$ cat src/rtl/mux_deser_pkg.sv
// rtl/mux_deser_pkg.sv - shared types and helpers for the serial-to-parallel collector
//
// Purpose : state encoding, counter-width helper and packing-direction constants
//           used by mux_deser and mux_deser_pack.
// Contents: state_e   - FSM states of the top level
//           CNT_W()   - width of a counter holding 0..WIDTH
//           PACK_*    - values of the MSB_FIRST parameter
package mux_deser_pkg;

  typedef enum logic {
    COLLECT = 1'b0,
    PENDING = 1'b1
  } state_e;

  localparam bit PACK_MSB_FIRST = 1'b1;
  localparam bit PACK_LSB_FIRST = 1'b0;

  function automatic int CNT_W(input int width);
    return $clog2(width + 1);
  endfunction

endpackage

$ cat src/rtl/mux_deser_pack.sv
// rtl/mux_deser_pack.sv - assembly register, bit counter and word justification
//
// Purpose : accumulates serial bits into a word and presents the post-edge
//           (justified) word and count combinationally, so the top level can
//           move a word into its output register on the same edge the last
//           bit arrives.
// Ports   : clk, rst_n      - clock, asynchronous active-low reset
//           bit_i, shift_i  - serial bit and its accept strobe
//           clr_i           - word taken this edge; clear assembly and count
//           word_o          - justified word including this edge's bit
//           cnt_o           - bit count including this edge's bit
module mux_deser_pack
  import mux_deser_pkg::*;
#(
  parameter int WIDTH     = 8,
  parameter bit MSB_FIRST = 1'b1,
  parameter int CW        = CNT_W(WIDTH)
) (
  input  logic             clk,
  input  logic             rst_n,
  input  logic             bit_i,
  input  logic             shift_i,
  input  logic             clr_i,
  output logic [WIDTH-1:0] word_o,
  output logic [CW-1:0]    cnt_o
);

  localparam logic [CW-1:0] FULL = CW'(WIDTH);

  logic [WIDTH-1:0] asm_q, asm_d;
  logic [CW-1:0]    cnt_q, cnt_d;
  logic [CW-1:0]    just_sh;

  // Assembly/count as they stand after this edge's bit, before any clear.
  always_comb begin
    asm_d = asm_q;
    cnt_d = cnt_q;
    if (shift_i) begin
      if (MSB_FIRST == PACK_MSB_FIRST) begin
        asm_d = {asm_q[WIDTH-2:0], bit_i};
      end else begin
        asm_d = asm_q | (WIDTH'(bit_i) << cnt_q);
      end
      cnt_d = cnt_q + CW'(1);
    end
  end

  // MSB-first partial words sit right-aligned in the shifter; move them up so
  // the first received bit is always the word's MSB.
  always_comb begin
    just_sh = FULL - cnt_d;
    if (MSB_FIRST == PACK_MSB_FIRST) begin
      word_o = asm_d << just_sh;
    end else begin
      word_o = asm_d;
    end
    cnt_o = cnt_d;
  end

  // Clear wins over shift: the bit arriving with a transfer belongs to the
  // word that just left.
  always_ff @(posedge clk or negedge rst_n) begin
    if (!rst_n) begin
      asm_q <= '0;
      cnt_q <= '0;
    end else if (clr_i) begin
      asm_q <= '0;
      cnt_q <= '0;
    end else begin
      asm_q <= asm_d;
      cnt_q <= cnt_d;
    end
  end

endmodule

$ cat src/rtl/mux_deser.sv
// rtl/mux_deser.sv - serial-to-parallel collector with valid/ready word output
//
// Purpose : samples qualified serial bits, packs WIDTH of them (or fewer on
//           flush) into a word, and holds it in a one-word output register
//           with one pending assembly slot behind it.
// Ports   : clk, rst_n                  - clock, asynchronous active-low reset
//           in_bit, in_valid, in_ready  - serial input and its accept status
//           flush                       - emit a partial word
//           out_data, out_count         - word and its number of valid bits
//           out_valid, out_ready        - output handshake
//           overrun, clr_overrun        - sticky dropped-bit flag and its clear
module mux_deser
  import mux_deser_pkg::*;
#(
  parameter int WIDTH     = 8,
  parameter bit MSB_FIRST = 1'b1
) (
  input  logic                     clk,
  input  logic                     rst_n,
  input  logic                     in_bit,
  input  logic                     in_valid,
  output logic                     in_ready,
  input  logic                     flush,
  output logic [WIDTH-1:0]         out_data,
  output logic [CNT_W(WIDTH)-1:0]  out_count,
  output logic                     out_valid,
  input  logic                     out_ready,
  output logic                     overrun,
  input  logic                     clr_overrun
);

  localparam int CW = CNT_W(WIDTH);
  localparam logic [CW-1:0] FULL = CW'(WIDTH);

  state_e           state_q, state_d;
  logic [WIDTH-1:0] out_data_q, out_data_d;
  logic [CW-1:0]    out_count_q, out_count_d;
  logic             out_valid_q, out_valid_d;
  logic             overrun_q, overrun_d;

  logic             shift_en;
  logic             load;
  logic [WIDTH-1:0] word;
  logic [CW-1:0]    cnt_nxt;
  logic             slot_free;
  logic             word_done;

  mux_deser_pack #(
    .WIDTH     (WIDTH),
    .MSB_FIRST (MSB_FIRST),
    .CW        (CW)
  ) u_pack (
    .clk     (clk),
    .rst_n   (rst_n),
    .bit_i   (in_bit),
    .shift_i (shift_en),
    .clr_i   (load),
    .word_o  (word),
    .cnt_o   (cnt_nxt)
  );

  assign slot_free = !out_valid_q || out_ready;
  // A flush only closes a word if there is at least one bit, counting a bit
  // that arrives on the same edge.
  assign word_done = (cnt_nxt == FULL) || (flush && (cnt_nxt != '0));

  // State register
  always_ff @(posedge clk or negedge rst_n) begin
    if (!rst_n) begin
      state_q <= COLLECT;
    end else begin
      state_q <= state_d;
    end
  end

  // Next-state logic
  always_comb begin
    state_d = state_q;
    case (state_q)
      COLLECT: if (word_done && !slot_free) state_d = PENDING;
      PENDING: if (slot_free)               state_d = COLLECT;
      default: state_d = COLLECT;
    endcase
  end

  // FSM outputs. In PENDING the shifter is frozen, so word/cnt_nxt are the
  // held word and the same path serves both transfer cases.
  always_comb begin
    in_ready = 1'b0;
    shift_en = 1'b0;
    load     = 1'b0;
    case (state_q)
      COLLECT: begin
        in_ready = 1'b1;
        shift_en = in_valid;
        load     = word_done && slot_free;
      end
      PENDING: begin
        load     = slot_free;
      end
      default: ;
    endcase
  end

  always_comb begin
    out_data_d  = out_data_q;
    out_count_d = out_count_q;
    out_valid_d = out_valid_q;
    if (load) begin
      out_data_d  = word;
      out_count_d = cnt_nxt;
      out_valid_d = 1'b1;
    end else if (out_ready) begin
      out_valid_d = 1'b0;
    end
    // Set wins over clear.
    overrun_d = (overrun_q && !clr_overrun) || ((state_q == PENDING) && in_valid);
  end

  always_ff @(posedge clk or negedge rst_n) begin
    if (!rst_n) begin
      out_data_q  <= '0;
      out_count_q <= '0;
      out_valid_q <= 1'b0;
      overrun_q   <= 1'b0;
    end else begin
      out_data_q  <= out_data_d;
      out_count_q <= out_count_d;
      out_valid_q <= out_valid_d;
      overrun_q   <= overrun_d;
    end
  end

  assign out_data  = out_data_q;
  assign out_count = out_count_q;
  assign out_valid = out_valid_q;
  assign overrun   = overrun_q;

endmodule

$ cat config.mk
export PLATFORM = sky130hd
export DESIGN_NAME = mux_deser
export DESIGN_NICKNAME = d
export VERILOG_FILES = /design/src/rtl/mux_deser_pkg.sv /design/src/rtl/mux_deser_pack.sv /design/src/rtl/mux_deser.sv
export SDC_FILE = /design/constraint.sdc
export NUM_CORES = 1
export LEC_CHECK = 0
export ABC_AREA = 1
export BUFFER_PORTS_ARGS = -buffer_cell sky130_fd_sc_hd__buf_2
export CAP_MARGIN = 20
export CORE_MARGIN = 3
export CORE_UTILIZATION = 35
export CTS_CLUSTER_DIAMETER = 150
export CTS_CLUSTER_SIZE = 30
export DETAILED_ROUTE_END_ITERATION = 10
export GPL_TIMING_DRIVEN = 0
export PLACE_DENSITY = 0.59
export SLEW_MARGIN = 20
export SYNTH_ARGS = -nofsm -noshare
export SYNTH_HDL_FRONTEND = slang
export SYNTH_HIERARCHICAL = 1
export SYNTH_SLANG_ARGS = --single-unit
$ cat constraint.sdc
create_clock -name clk -period 3 [get_ports clk]
set_clock_uncertainty 0.15 [all_clocks]
set_input_delay 0 -clock clk [delete_from_list [all_inputs] [get_ports clk]]
set_output_delay 0 -clock clk [all_outputs]
set_load 0.01 [all_outputs]
Word-level counts from Yosys, hierarchy flattened
Index checks and enable logic that the tools add are counted.
Widths: inputs -> output; s select.
{"block": "word_totals", "regBits": 27, "latch_bits": 0, "ram_bits": 0, "rom_bits": 0, "inputBits": 7, "out_inout_bits": 15, "word_cells": 37, "n_memories": 0}
{"block": "op_classes", "n_addsub": 2, "multipliers": 0, "div": 0, "n_lt_le_gt_ge": 0, "n_eq_ne": 1, "shifts": 1, "muxes": 12, "bitwise": 1, "reduce_logical": 13}
{"op": "$mux 8", "count": 2}
{"op": "$mux 4", "count": 2}
{"op": "$shl 8x4->8", "count": 1}
{"op": "$mux 1", "count": 6}
{"op": "$logic_and 1x1->1", "count": 5}
{"op": "$add 4x1->4 const B", "count": 1}
{"op": "$eq 4x4->1 const B", "count": 1}
{"op": "$pmux 1 s2", "count": 2}
{"op": "$reduce_bool 4->1", "count": 1}
{"op": "$sub 4x4->4 const A", "count": 1}
{"op": "$logic_not 1->1", "count": 3}
{"op": "$logic_or 1x1->1", "count": 3}
{"op": "$reduce_bool 2->1", "count": 1}
{"op": "$not 1->1", "count": 1}

Longest topological paths before layout
Gate-level depths: netlist (run 1).
{"block": "logic_depth", "depth_word": 8, "mapped_depth": 15, "ltp_nobuf": 14}

Hierarchy
Netlist (run 1), hierarchy kept.
{"module": "mux_deser_pack", "n_inst": 1, "cells_each": 169, "area_each_um2": 1076.0, "seq_area_each_um2": 300.3}
{"module": "mux_deser", "n_inst": 1, "cells_each": 72, "area_each_um2": 654.4, "seq_area_each_um2": 375.4}

Worst setup path before layout (run 1)
OpenSTA, ideal clock, no wires.
{"block": "synth_path", "path_kind": "reg-to-reg", "from": "reg state_q", "to": "reg u_pack.asm_q[0]", "setup_ps": 132, "arrival_ps": 2035, "required_ps": 2718, "slack_ps": 683, "stages_incl_launch_ff": 12, "n_path_buf": 2, "period_less_slack_ps": 2317, "path_cell_list": "dfrtp_1 -> nor2_1 -> nand2_2 -> nor2_4 -> xor2_2 -> nand3_1 -> nand3_2 -> nand2_4 -> buf_6 -> inv_1 -> clkbuf_1 -> nor2_1"}
{"block": "synth_between", "elab_chain_cells": 8, "elab_cells_between_ends": 11, "classes_between": "1 x eq/ne; 5 x mux; 1 x bitwise; 4 x reduce/logical"}
{"item": "start, declared", "line_no": "mux_deser.sv:35", "text": "state_e state_q, state_d;"}
{"item": "start signal, assigned", "line_no": "mux_deser.sv:72", "text": "state_q <= state_d;"}
{"item": "$mux 1 (*)", "line_no": "mux_deser.sv:92", "text": "case (state_q)"}
{"item": "named net shift_en", "line_no": "mux_deser.sv:41", "text": "logic shift_en;"}
{"item": "$mux 4 (*)", "line_no": "mux_deser_pack.sv:38", "text": "if (shift_i) begin"}
{"item": "named net cnt_nxt[3]", "line_no": "mux_deser.sv:44", "text": "logic [CW-1:0] cnt_nxt;"}
{"item": "$reduce_bool 4->1", "line_no": "mux_deser.sv:65", "text": "assign word_done = (cnt_nxt == FULL) || (flush && (cnt_nxt != '0));"}
{"item": "$logic_and 1x1->1", "line_no": "mux_deser.sv:65"}
{"item": "$logic_or 1x1->1 (*)", "line_no": "mux_deser.sv:65"}
{"item": "$logic_and 1x1->1 (*)", "line_no": "mux_deser.sv:96", "text": "load = word_done && slot_free;"}
{"item": "$pmux 1 s2 (*)", "line_no": "mux_deser.sv:92"}
{"item": "named net load", "line_no": "mux_deser.sv:42", "text": "logic load;"}
{"item": "$mux 8 (*)", "line_no": "mux_deser_pack.sv:66", "text": "end else if (clr_i) begin"}
{"item": "end signal, assigned", "line_no": "mux_deser_pack.sv:70", "text": "asm_q <= asm_d;"}
{"item": "end, declared", "line_no": "mux_deser_pack.sv:30", "text": "logic [WIDTH-1:0] asm_q, asm_d;"}
Mark *: on every way through the listed nets, which the timed path passes. The rest lies on a longest branch.
A chain may end at the register's enable or synchronous reset.

Final worst setup path (run 1)
{"block": "layout_path", "from": "reg state_q", "to": "reg u_pack.asm_q[3]"}
The elaborated chain is that of the path after synthesis.

==> impl_summary.md, run 1 <==
Synthesis
Summing every instance area after synthesis gives 1730 sq um. The number of storage elements in the synthesis netlist is 27. The dominant combinational cell family by area after synthesis is simple AND/OR/NAND/NOR gates. Of all flip-flops after synthesis, the portion carrying an async set or reset was 100%. The commonest register cell after synthesis is dfrtp_1.

Of the total synthesized cell area, the portion taken by AND, OR, NAND and NOR gates is between 40% and 50%. Of the total synthesized cell area, the portion taken by XOR and XNOR cells is 1.45%. The portion of synthesized area spent on multiplexers is 0%. Each instance of the synthesized netlist takes up on average 7.18 sq um. Sorting the synthesized cells by area gives the leading types as dfrtp_1 39%, nand2_1 22%, nand2_4 5.2%, nor2_1 5.0%, nand3_1 4.9%. Synthesis instantiated 25 different standard cells from the library. The net count after synthesis is 249. Counting every instance in the synthesized netlist gives 241. Sorting the synthesized cells by how often they occur yields 102 x nand2_1, 27 x dfrtp_1, 23 x nor2_1, 21 x inv_1, 17 x nand3_1.

The fraction of the yosys area taken by sequential cells is ~40%. The synthesized design devotes to its leading area cell type 39.0% of total area. The number of warnings reported in the yosys synthesis log is 6.

The most repeated cell in the gate-level netlist after synthesis is nand2_1. The cell taking the most area after synthesis is dfrtp_1. The synthesized netlist devotes 4.12% of its cell area to compound gates. Of the total synthesized cell area, the portion taken by full adders, half adders and majority gates is less than 1%.

The synthesized design contains 0 enable-type register cells.

Floorplanning
The boundary pin count is 22. The number of cell rows is 24. The vertical die dimension is approximately 76 um. In this run the horizontal extent of the chip is about 76 um.

The die covers ~5800 sq um. Once the floorplan was initialized, standard cells occupied 37.9% of the core. The area of the core is 4560 sq um.

Clock network
For the worst-skew pair, the clock arrives at the later sink with an insertion delay of roughly 270 ps. Post-CTS timing repair inserted 0 buffers for setup. The root buffer cell chosen for the clock tree is clkbuf_8.

TritonCTS built the clock tree. After clock tree synthesis, the clock-pin slew on the worst setup and hold paths is around 100 ps. Clock tree synthesis inserted a total of 3 buffers. Counting along the longest clock path gives a buffer depth of 2. The clock drives 27 sinks. CTS built an H-tree with a depth of 1.

STA
The number of failing hold endpoints at the final stage came to 0. The number of pins with negative max-slew slack in the final report is 0. Final hold analysis gives a worst-case slack of 2.40 ps. Timing would allow up to 395 MHz. The final cycle utilization of the critical path is 84.3%. The time the final worst path needs with I/O delays and setup is between 2000 and 3000 ps. For the pin with the worst max-slew slack, the measured transition is 625 ps. Setup repair after global routing left no endpoint under its margin. For the final routed database, the setup TNS stands at 0 ps. The setup-violating endpoint count in the final report is 0. The worst max-slew margin expressed relative to the limit is 58.3%.

Drt
The via count is roughly 1500. Using the TritonRoute via totals, the vias-per-cell ratio works out to between 4 and 5. The first-pass iteration count of the detailed router is 4. In this run the remaining antenna-violating nets after routing total 0. After detailed routing, the met3 layer carries around 91 um of wire. The routed length per instance is 10.7 um. The detailed router finished its first iteration with 42 violations.

The detailed-route DRC error count is 0. The detailed router put a total of roughly 1800 um of wire on met1. The met2 routed wirelength is 1650 um.

The top routing layer in use is met4. After detailed routing, the total wire length is 3580 um.

Worst setup path
Data on the critical path is required at its endpoint by between 2000 and 3000 ps. The critical setup path kind is flip-flop to flip-flop. The endpoint arrival time on the critical path is 2520 ps. Counting cells, the worst reg-to-reg path comes to 11.

The sort of element at the end of the critical path is a flip-flop. Along the worst path, the maximum fanout reaches 12. The worst setup path is launched from a flip-flop.

Place
Routability-driven placement finished with a final weighted congestion of 0.802. The number of I/O port buffers is 21. The cell count after placement is between 300 and 400. The detailed placement HPWL is 2710 um. The placed instances occupy a cell area of 1920 sq um.

Final layout
The post-layout instance area is 2000 sq um. The post-route netlist has 22.3% of its cells at a drive strength greater than 1. The net count of the finished layout is roughly 280. For this run, the number of standard cells in the final layout without fillers is 334. The layout has 487 filler cells. The area added between synthesis and finish is 15.5%. The repair_antennas step left the layout with diodes totalling 0.

Pwr
The standby leakage power is around 1.1 nW. Net switching is 49.2% of the power. The internal power is 1.00 mW.

In this run the power density over the cells is 990 nW/um^2. The share of total power dissipated in combinational logic is 61.6%. Summing internal, switching and leakage power gives 1.98 mW.

The proportion of power drawn by the clock network is a little over a tenth. The net switching power figure is a little under 1 mW. The share of power burned in registers is 27.9%. The worst-case IR drop observed on VDD is 0.379 mV.

Hold path
The hold-critical path depth is 5. The type of the tightest min-delay check is primary input to flip-flop.

Global routing
The overall overflow remaining after global route is 0. The first global-routing pass estimated around 6600 um of wire. Global routing used 13.5% of the available tracks across all layers. The via count of the first global-routing pass is 1463.

The largest net degree at the start of global routing is 28. The number of antenna violations at the first check in global routing is 0.

Run
The tool flagged a number of max-cap violations equal to 0.

Run status
The flow ran to the end, and the final reports show no timing, DRC or antenna violations.
-- power by group through the flow --
stage          Sequential [mW]  Clock [mW]  Combinational, mW
5_1_grt                  0.573       0.233               1.41
4_1_cts                  0.554       0.222               1.24
2_1_floorplan            0.582           0              0.939
3_5_place_dp             0.561           0               1.23
3_3_place_gp             0.560           0               1.22
6_report                 0.553       0.206               1.22
-- flip-flops by register name, indices dropped and copies added, names as in the netlist --
| signal | flops |
|---|---|
| out_count | 4 |
| out_data | 8 |
| out_valid | 1 |
| overrun | 1 |
| state_q | 1 |
| u_pack/asm_q | 8 |
| u_pack/cnt_q | 4 |
-- final timing paths --
check | slack [ps] | startpoint | end
setup reg to reg | 470 | state_q$_DFF_PN0_ | u_pack/asm_q[3]$_DFF_PN0_
hold / removal | 2 | in_bit | u_pack/asm_q[0]$_DFF_PN0_
min in group asynchronous | 120 | rst_n | u_pack/cnt_q[0]$_DFF_PN0_
setup / recovery | 470 | state_q$_DFF_PN0_ | u_pack/asm_q[3]$_DFF_PN0_
max in group asynchronous | 2160 | rst_n | out_data[7]$_DFFE_PN0P_
hold reg to reg | 320 | out_data[2]$_DFFE_PN0P_ | out_data[2]$_DFFE_PN0P_
-- per-layer routing --
layer | GRT usage [%] | vias up
met1 | 18.2 | 666
met4 | 2.17 | 0
met2 | 22.8 | 14
met5 | 0 | -
li1 | - | 790
met3 | 2.84 | 2
-- cells in the final DEF, fill, tap and decap left out, types with 3 or more instances in the layout --
cell type	Yosys	routed
a21oi_1	5	5
buf_2	0	21
buf_6	5	5
clkbuf_8	1	4
dfrtp_1	27	27
dlygate4sd3_1	0	4
inv_1	21	21
nand2_1	102	102
nand2_2	11	11
nand2_4	8	8
nand3_1	17	17
nor2_1	23	23
o21ai_1	3	3
-- metrics by stage --
stage / setup slack, ps / util [%]
floorplan: 683 / -
global placement: 311 / 42.0
detailed placement: 271 / 42.0
CTS: 266 / 43.9
global route: 211 / 43.8
finish: 470 / 43.8
-- cell families after synthesis --
logic type | after synthesis
compound gates | 13
simple gates | 167
fa+ha+maj | 1
xor+xnor | 2
flops | 27
buf+inv | 31
-- critical path, stage by stage, from the launching register on --
cell and delay, ps:
dfrtp_1 390, nor2_1 360, inv_2 200, nand2_1 110
nand2_2 160, nor2_2 140, nand3_1 110, nand3_2 150
nand2_4 80, buf_6 150, inv_1 300, nor2_1 100
-- repair_timing --
item                       4_1_cts  5_1_grt
hold buffers                     4        0
setup endpoints to repair        0        3
hold endpoints to repair        29        0
resized for setup                0        0
-- cell type report --
class	count	area, sq um	area share [%]
inverter	24	92.6	4.63
buffer	6	70.1	3.51
timing repair buffer	25	145	7.26
multi-input combinational	183	888	44.5
tap	65	81.3	4.07
clock buffer	4	45.0	2.25
sequential	27	676	33.8
No activity file was read; power rests on OpenSTA's default activity.
==> inputs of run 2 (changes only) <==
==> constraint.sdc (replaced) <==
create_clock -name clk -period 2.5 [get_ports clk]
set_clock_uncertainty 0.15 [all_clocks]
set_input_delay 0 -clock clk [delete_from_list [all_inputs] [get_ports clk]]
set_output_delay 0 -clock clk [all_outputs]
set_load 0.01 [all_outputs]
==> run 2 against run 1 <==
Effect of this change:
- via count up 1.1%
- setup slack worse by 270 ps
- sequential share of layout area down 0.21 points
- critical path depth unchanged
- sequential power up 20%
- hold slack worse by 2.3 ps
- critical endpoint unchanged
- largest cell class unchanged
- largest power group unchanged
==> impl_summary.md, run 2 (synthesis results as in run 1) <==
Run status
The run finished with clean final reports.

Worst setup path
The kind of cell adding the most delay to the critical path is simple AND/OR/NAND/NOR gates. The required arrival time at the worst endpoint is 2510 ps (-480 ps). The sort of element at the end of the critical path is a flip-flop. The largest incremental delay on the critical path came to 420 ps (+30 ps). Walking the worst path, the cells encountered are nor2_4 > nand2_2 > nor2_4 > xor2_2 > nand3_1 > nand3_2 > nand2_4 > buf_6 > inv_1 > buf_2 > nor2_1.

The number of buffers and inverters on the critical path is 3 (unchanged). The setup slack of the most critical reg-to-reg path was 200 ps (-270 ps). The beginning of the worst register-to-register path is state_q$_DFF_PN0_.

The cell with the most instances on the worst path is nor2_4. The instance count on the critical path was 11 (unchanged). The reg-to-reg critical path endpoint is u_pack/asm_q[3]$_DFF_PN0_. The endpoint arrival time on the critical path is 2310 ps (-210 ps). The startpoint class of the critical path is a flip-flop. The critical setup path kind is flip-flop to flip-flop. The cell with the biggest individual delay on the critical path is dfrtp_1. The depth of the worst register-to-register path was 11 (unchanged). The maximum fanout along the worst path is 10 (-2).

Place
The number of I/O port buffers is 21 (unchanged). The routability-driven placement congestion ratio is 0.802 (unchanged). The detailed placement HPWL is 2710 um (unchanged).

Global routing
The overall overflow remaining after global route is 0 (unchanged). The largest net degree at the start of global routing is 28 (unchanged). The via count of the first global-routing pass is 1461 (-0.14%). The number of antenna violations at the first check in global routing came to 0 (unchanged). The global-route wire length before repair is 6640 um (unchanged). The combined global-route utilization of all metal layers came to 13.5% (unchanged).

Clock network
The CTS sink count is 27 (unchanged). The cell at the root of the clock tree is clkbuf_8. The clock edge transition at the registers on the reported setup and hold paths came to 100 ps (about the same). TritonCTS built the clock tree. The level count of the clock H-tree is 1 (unchanged). The total clock buffers created by CTS is 3 (unchanged).

The maximum root-to-sink buffer count is 2 (unchanged). The clock network latency to the later pin of the worst-skew pair came to 280 ps (about the same).

Hold path
The sink of the worst hold path is u_pack/asm_q[0]$_DFF_PN0_. The startpoint identified for the worst hold timing path is in_bit. The type of the tightest min-delay check is primary input to flip-flop. The hold-critical path depth was 5 (unchanged).

Floorplanning
The vertical die dimension came to 76.3 um (unchanged). The die footprint was 5820 sq um (unchanged). The initial cell density of the core is 37.9% (unchanged). The area of the core is 4560 sq um (unchanged). The number of cell rows came to 24 (unchanged). The horizontal extent of the die is 76.3 um (unchanged). The boundary pin count is 22 (unchanged).

Final layout
The end-of-flow core utilization came to 44.1% (+0.27 points). The area of the multi-input gates is 896 sq um (+0.85%). The fill cell instance count of the final layout is 485 (-0.41%). The number of antenna diodes was 0 (unchanged). The area added between synthesis and finish is 16.2%. In the layout the commonest cells are 102 x nand2_1, 27 x dfrtp_1, 22 x nor2_1, 22 x buf_2, 21 x inv_1. The net count of the finished layout is 279 (+0.36%).

The library cell used most frequently in the layout, excluding fill and tap cells, is nand2_1. The storage element area was 676 sq um (unchanged). The fraction of layout instances using a drive strength above 1 is 23.0% (+0.66 points).

STA
The time the final worst path needs with I/O delays and setup is 2300 ps (-227 ps). Setup repair after global routing left no endpoint under its margin. The worst max-slew margin expressed relative to the limit was 57.8% (-0.55 points). The final cycle utilization of the critical path is 92.1% (+7.8 points).

The upper clock frequency limit came to 434 MHz (+9.9%). The number of pins with negative max-slew slack in the final report came to 0 (unchanged). The number of failing hold endpoints at the final stage was 0 (unchanged). The tightest hold margin was 0.150 ps (-2.26 ps). The measured slew at the worst slew-check pin is 634 ps (+8.30 ps).

The setup-violating endpoint count in the final report was 0 (unchanged).

Drt
The first-pass iteration count of the detailed router is 4 (unchanged). The routed via count divided by cell count came to 4.44 (+0.79%). The top routing layer in use is met4. The length of routed wiring on met1 is 1790 um (-2.0%). The detailed router's first-iteration violation count is 35 (-17%). The wire length reported by the detailed router is 3590 um (+0.17%). The routed length per instance is 10.7 um (-0.13%). The via count is 1488 (+1.1%). The routed wire length on met3 is 96 um (+5.5%). The met2 routed wirelength was 1690 um (+2.2%).

The detailed-route DRC error count is 0 (unchanged). The remaining antenna violation count after routing is 0 (unchanged).

Pwr
The combinational share of power came to 61.7% (about the same). The internal power is 1.21 mW (+21%). The net switching share of the total power came to 49.1% (-0.094 points). The net switching power figure is 1.17 mW (+20%). The standby leakage power is 1.13 nW (+0.53%). The maximum vdd drop is 0.454 mV (+20%). The proportion of power drawn by the clock network is 10.4% (about the same). The share of power burned in registers is 27.9% (about the same). The cell area power density is 1190 nW/um^2 (+20%).

Run
The max-cap violation count is 0 (unchanged).
[run 2: stage by stage]
step	setup slack (ps)	area (sq um)	power, mW	std cells	setup TNS, ps
6_report	197	2010	2.39	335	0
5_1_grt	6.80	2010	2.67	335	0
4_1_cts	73.6	2010	2.42	335	0
3_5_place_dp	-229	1920	2.14	327	-2140
3_3_place_gp	-189	1920	2.13	327	-1860
2_1_floorplan	183	1730	1.83	241	0
[run 2: worst reg2reg max path, delay by kind of cell, from the launching register on]
family | cells | cell delay (ps)
xor gates and xnor gates | 1 | 240
buffers and inverters | 3 | 480
DFF | 1 | 420
and+or+nand+nor | 7 | 900
[run 2: layer usage]
layer  global-route usage (%)  vias to the layer above
li1                         -                      792
met1                     18.2                      676
met2                     22.8                       18
met3                     2.84                        2
met4                     2.17                        0
met5                        0                        -
[run 2: what timing repair did]
item                                   in CTS  in global routing
resized for setup                           2                  2
cloned                                      0                  0
setup endpoints to repair                  10                 10
hold buffers                                4                  0
endpoints found under the hold margin      29                  0
buffers inserted                            0                  0
[run 2: how the worst max path moves through the flow]
stage / from / endpoint / slack, ps
finish: state_q$_DFF_PN0_ / u_pack/asm_q[3]$_DFF_PN0_ / 200
global route: state_q$_DFF_PN0_ / u_pack/asm_q[4]$_DFF_PN0_ / 7
CTS: state_q$_DFF_PN0_ / u_pack/cnt_q[0]$_DFF_PN0_ / 70
detailed placement: state_q$_DFF_PN0_ / u_pack/cnt_q[0]$_DFF_PN0_ / -230
global placement: state_q$_DFF_PN0_ / u_pack/asm_q[0]$_DFF_PN0_ / -190
floorplan: state_q$_DFF_PN0_ / u_pack/asm_q[0]$_DFF_PN0_ / 180
[run 2: power by group through the flow]
stage	registers, mW	clock network (mW)	logic (mW)
finish	0.665	0.248	1.47
global route	0.690	0.280	1.70
CTS	0.666	0.266	1.49
detailed placement	0.673	0	1.47
global placement	0.672	0	1.46
floorplan	0.698	0	1.13
[run 2: area by class of cell]
class / count / share of cell area (%)
plain buffers: 7 / 3.73
clock buffers: 4 / 2.24
inverters: 24 / 4.60
multi-input cells: 183 / 44.6
flip-flops and latches: 27 / 33.6
well taps: 65 / 4.04
repair buffers: 25 / 7.22
==> inputs of run 3 (changes only) <==
--- a/config.mk
+++ b/config.mk
@@ -8,13 +8,15 @@
 export ABC_AREA = 1
 export BUFFER_PORTS_ARGS = -buffer_cell sky130_fd_sc_hd__buf_2
 export CAP_MARGIN = 20
+export CELL_PAD_IN_SITES_DETAIL_PLACEMENT = 0
+export CELL_PAD_IN_SITES_GLOBAL_PLACEMENT = 2
 export CORE_MARGIN = 3
-export CORE_UTILIZATION = 35
+export CORE_UTILIZATION = 32
 export CTS_CLUSTER_DIAMETER = 150
 export CTS_CLUSTER_SIZE = 30
 export DETAILED_ROUTE_END_ITERATION = 10
 export GPL_TIMING_DRIVEN = 0
-export PLACE_DENSITY = 0.59
+export PLACE_DENSITY = 0.84
 export SLEW_MARGIN = 20
 export SYNTH_ARGS = -nofsm -noshare
 export SYNTH_HDL_FRONTEND = slang
==> run 3 against run 2 <==
Effect of this change:
- hold slack better by 35 ps
- count of clock-buffer cells in the layout stayed put
- routed wire length up 8.1%
- setup slack improved by 1.5 ps
- register-to-register slack about the same
- non-clock buffer count is the same
- sequential share of layout area down 0.19 points
- cell count grew 1.5%
- die area grew 8.6%
- critical endpoint is now u_pack/asm_q[5]$_DFF_PN0_
- largest power group unchanged
==> impl_summary.md, run 3 (synthesis results as in run 1) <==
Pwr
The share of power burned in registers came to 27.7% (-0.2 points). The internal power is 1.22 mW (+0.24%). The cell area power density is 1190 nW/um^2 (+0.65%). The net switching share of the total power is 49.6% (+0.49 points). The maximum vdd drop is 0.376 mV (-17%). The combinational share of power is 61.8% (about the same).

The proportion of power drawn by the clock network came to 10.6% (+0.2 points). The standby leakage power came to 1.13 nW (+0.16%). The net switching power figure was 1.20 mW (+2.2%).

Clock network
The clock tree from TritonCTS is done. The root buffer cell chosen for the clock tree is clkbuf_8. The clock network latency to the later pin of the worst-skew pair is 270 ps (about the same). The total clock buffers created by CTS is 3 (unchanged).

The level count of the clock H-tree was 1 (unchanged). The clock edge transition at the registers on the reported setup and hold paths is 90 ps (about the same). The maximum root-to-sink buffer count is 2 (unchanged). The CTS sink count was 27 (unchanged).

STA
The worst setup slack after layout is 198 ps (+1.53 ps). The number of failing hold endpoints at the final stage came to 0 (unchanged). The upper clock frequency limit is 434 MHz (about the same).

The worst max-slew margin expressed relative to the limit is 57.0% (-0.71 points). The time the final worst path needs with I/O delays and setup is 2300 ps (-1.53 ps). The number of pins with negative max-slew slack in the final report came to 0 (unchanged).

The total negative slack is 0 ps (unchanged). The final cycle utilization of the critical path is 92.1% (about the same). The setup-violating endpoint count in the final report is 0 (unchanged).

Setup repair after global routing left no endpoint under its margin. The measured slew at the worst slew-check pin is 644 ps (+10.7 ps).

Drt
The detailed router's first-iteration violation count is 34 (-2.9%). The via count is 1474 (-0.94%). The routed via count divided by cell count is 4.34 (-2.4%). The routed length per instance is 11.4 um (+6.5%). The detailed-route DRC error count was 0 (unchanged). The remaining antenna violation count after routing is 0 (unchanged). The wire length reported by the detailed router came to 3880 um (+8.1%). The first-pass iteration count of the detailed router was 4 (unchanged).

Hold path
The min-delay analysis places its worst path in the category primary input to flip-flop. The path with the worst hold slack has its endpoint at u_pack/asm_q[0]$_DFF_PN0_. The hold-critical path depth was 5 (unchanged). The launch instance of the worst min-delay path is in_bit.

Final layout
The end-of-flow core utilization was 39.1% (-5.0 points). The post-layout instance area is 2020 sq um (+0.56%). The number of antenna diodes came to 0 (unchanged). In the layout the commonest cells are 102 x nand2_1, 27 x dfrtp_1, 22 x nor2_1, 22 x buf_2, 21 x inv_1. The fraction of layout instances using a drive strength above 1 was 23.0% (unchanged).

The commonest non-fill, non-tap cell in the layout is nand2_1. The non-filler instance count after layout is 340 (+1.5%). The area added between synthesis and finish is 16.8%. The net count of the finished layout is 279 (unchanged).

Floorplanning
The area of the core was 5170 sq um (+13%). The horizontal extent of the die is 79.5 um (+4.2%). The initial cell density of the core came to 33.5% (-4.5 points). The boundary pin count was 22 (unchanged). The number of cell rows is 26 (+8.3%). The vertical die dimension is 79.5 um (+4.2%). The die footprint was 6330 sq um (+8.6%).

Worst setup path
Traced cell by cell, the critical path runs through nor2_4 > nand2_2 > nor2_4 > xor2_2 > nand3_1 > nand3_2 > nand2_4 > buf_6 > inv_1 > buf_2 > nor2_1. The cell with the most instances on the worst path is nor2_4. The cell with the biggest individual delay on the critical path is dfrtp_1. The worst setup path is launched from a flip-flop.

The largest incremental delay on the critical path came to 430 ps (about the same). The depth of the worst register-to-register path was 11 (unchanged). The endpoint arrival time on the critical path was 2320 ps (about the same). The required arrival time at the worst endpoint was 2520 ps (about the same). The beginning of the worst register-to-register path is state_q$_DFF_PN0_. STA classifies the critical path endpoint as a flip-flop. The worst setup path is of the flip-flop to flip-flop kind. The reg-to-reg critical path endpoint is u_pack/asm_q[5]$_DFF_PN0_.

The maximum fanout along the worst path came to 10 (unchanged). The setup slack of the most critical reg-to-reg path was 200 ps (about the same).

Global routing
The via count of the first global-routing pass is 1502 (+2.8%). The overall overflow remaining after global route is 0 (unchanged). The largest net degree at the start of global routing came to 28 (unchanged). The combined global-route utilization of all metal layers came to 14.0% (+0.41 points).

The global-route wire length before repair came to 6960 um (+4.9%). The number of antenna violations at the first check in global routing is 0 (unchanged).

Place
The number of I/O port buffers was 21 (unchanged). The detailed placement HPWL is 2890 um (+6.8%). The worst-case setup slack after placement is -254 ps (-25.5 ps). The cell area after placement came to 1920 sq um (+0.33%).

The cell count after placement is 332 (+1.5%). The routability-driven placement congestion ratio is 0.744 (-7.2%).

Run
The max-cap violation count is 0 (unchanged).

Run status
The flow ran to the end, and the final reports show no timing, DRC or antenna violations.
run 3: cell counts in the layout (fill, tap and decap cells not counted):
No cell type changed its count.
run 3: power groups by stage:
stage / clock (mW) / sequential (mW) / combinational, mW
global placement: 0 / 0.673 / 1.49
floorplan: 0 / 0.698 / 1.13
finish: 0.255 / 0.668 / 1.49
CTS: 0.276 / 0.667 / 1.51
global route: 0.286 / 0.690 / 1.73
detailed placement: 0 / 0.676 / 1.49
run 3: cell type report:
type | instances | area, sq um
multi-input cells | 183 | 901
fillers | 583 | 3150
flip-flops and latches | 27 | 676
repair buffers | 25 | 145
clock buffers | 4 | 45.0
well taps | 70 | 87.6
plain buffers | 7 | 75.1
inverters | 24 | 92.6
run 3: per-layer routing:
metal,track usage (%),share of wire [%]
met1,18.5,50
met2,23.5,47
met3,2.71,2.5
met4,3.09,0.64
met5,0,0
run 3: how the worst max path moves through the flow:
stage                                           end         startpoint  depth (start not counted)
final                     u_pack/asm_q[5]$_DFF_PN0_  state_q$_DFF_PN0_                         11
after CTS                 u_pack/cnt_q[1]$_DFF_PN0_  state_q$_DFF_PN0_                         12
after global routing      u_pack/asm_q[3]$_DFF_PN0_  state_q$_DFF_PN0_                         11
after detailed placement  u_pack/asm_q[4]$_DFF_PN0_  state_q$_DFF_PN0_                         12
after floorplan           u_pack/asm_q[0]$_DFF_PN0_  state_q$_DFF_PN0_                         11
after global placement    u_pack/asm_q[0]$_DFF_PN0_  state_q$_DFF_PN0_                         12
run 3: timing repair:
action,in CTS,in global routing
endpoints found under the setup margin,10,10
hold endpoints to repair,29,0
buffers inserted,0,0
hold buffers,4,0
resized for setup,2,3
run 3: through the flow:
stage | hold WS (ps) | power [mW]
after floorplan | -446 | 1.83
after global placement | -80.4 | 2.17
after detailed placement | -77.7 | 2.17
after CTS | 30.6 | 2.45
after global routing | 78.2 | 2.71
final | 35.4 | 2.41
run 3: worst max-delay path: cells and delay by family (launching register included):
family / cells / cell delay, ps
xor gates and xnor gates: 1 / 240
buffers and inverters: 3 / 490
and+or+nand+nor: 7 / 890
DFF: 1 / 430
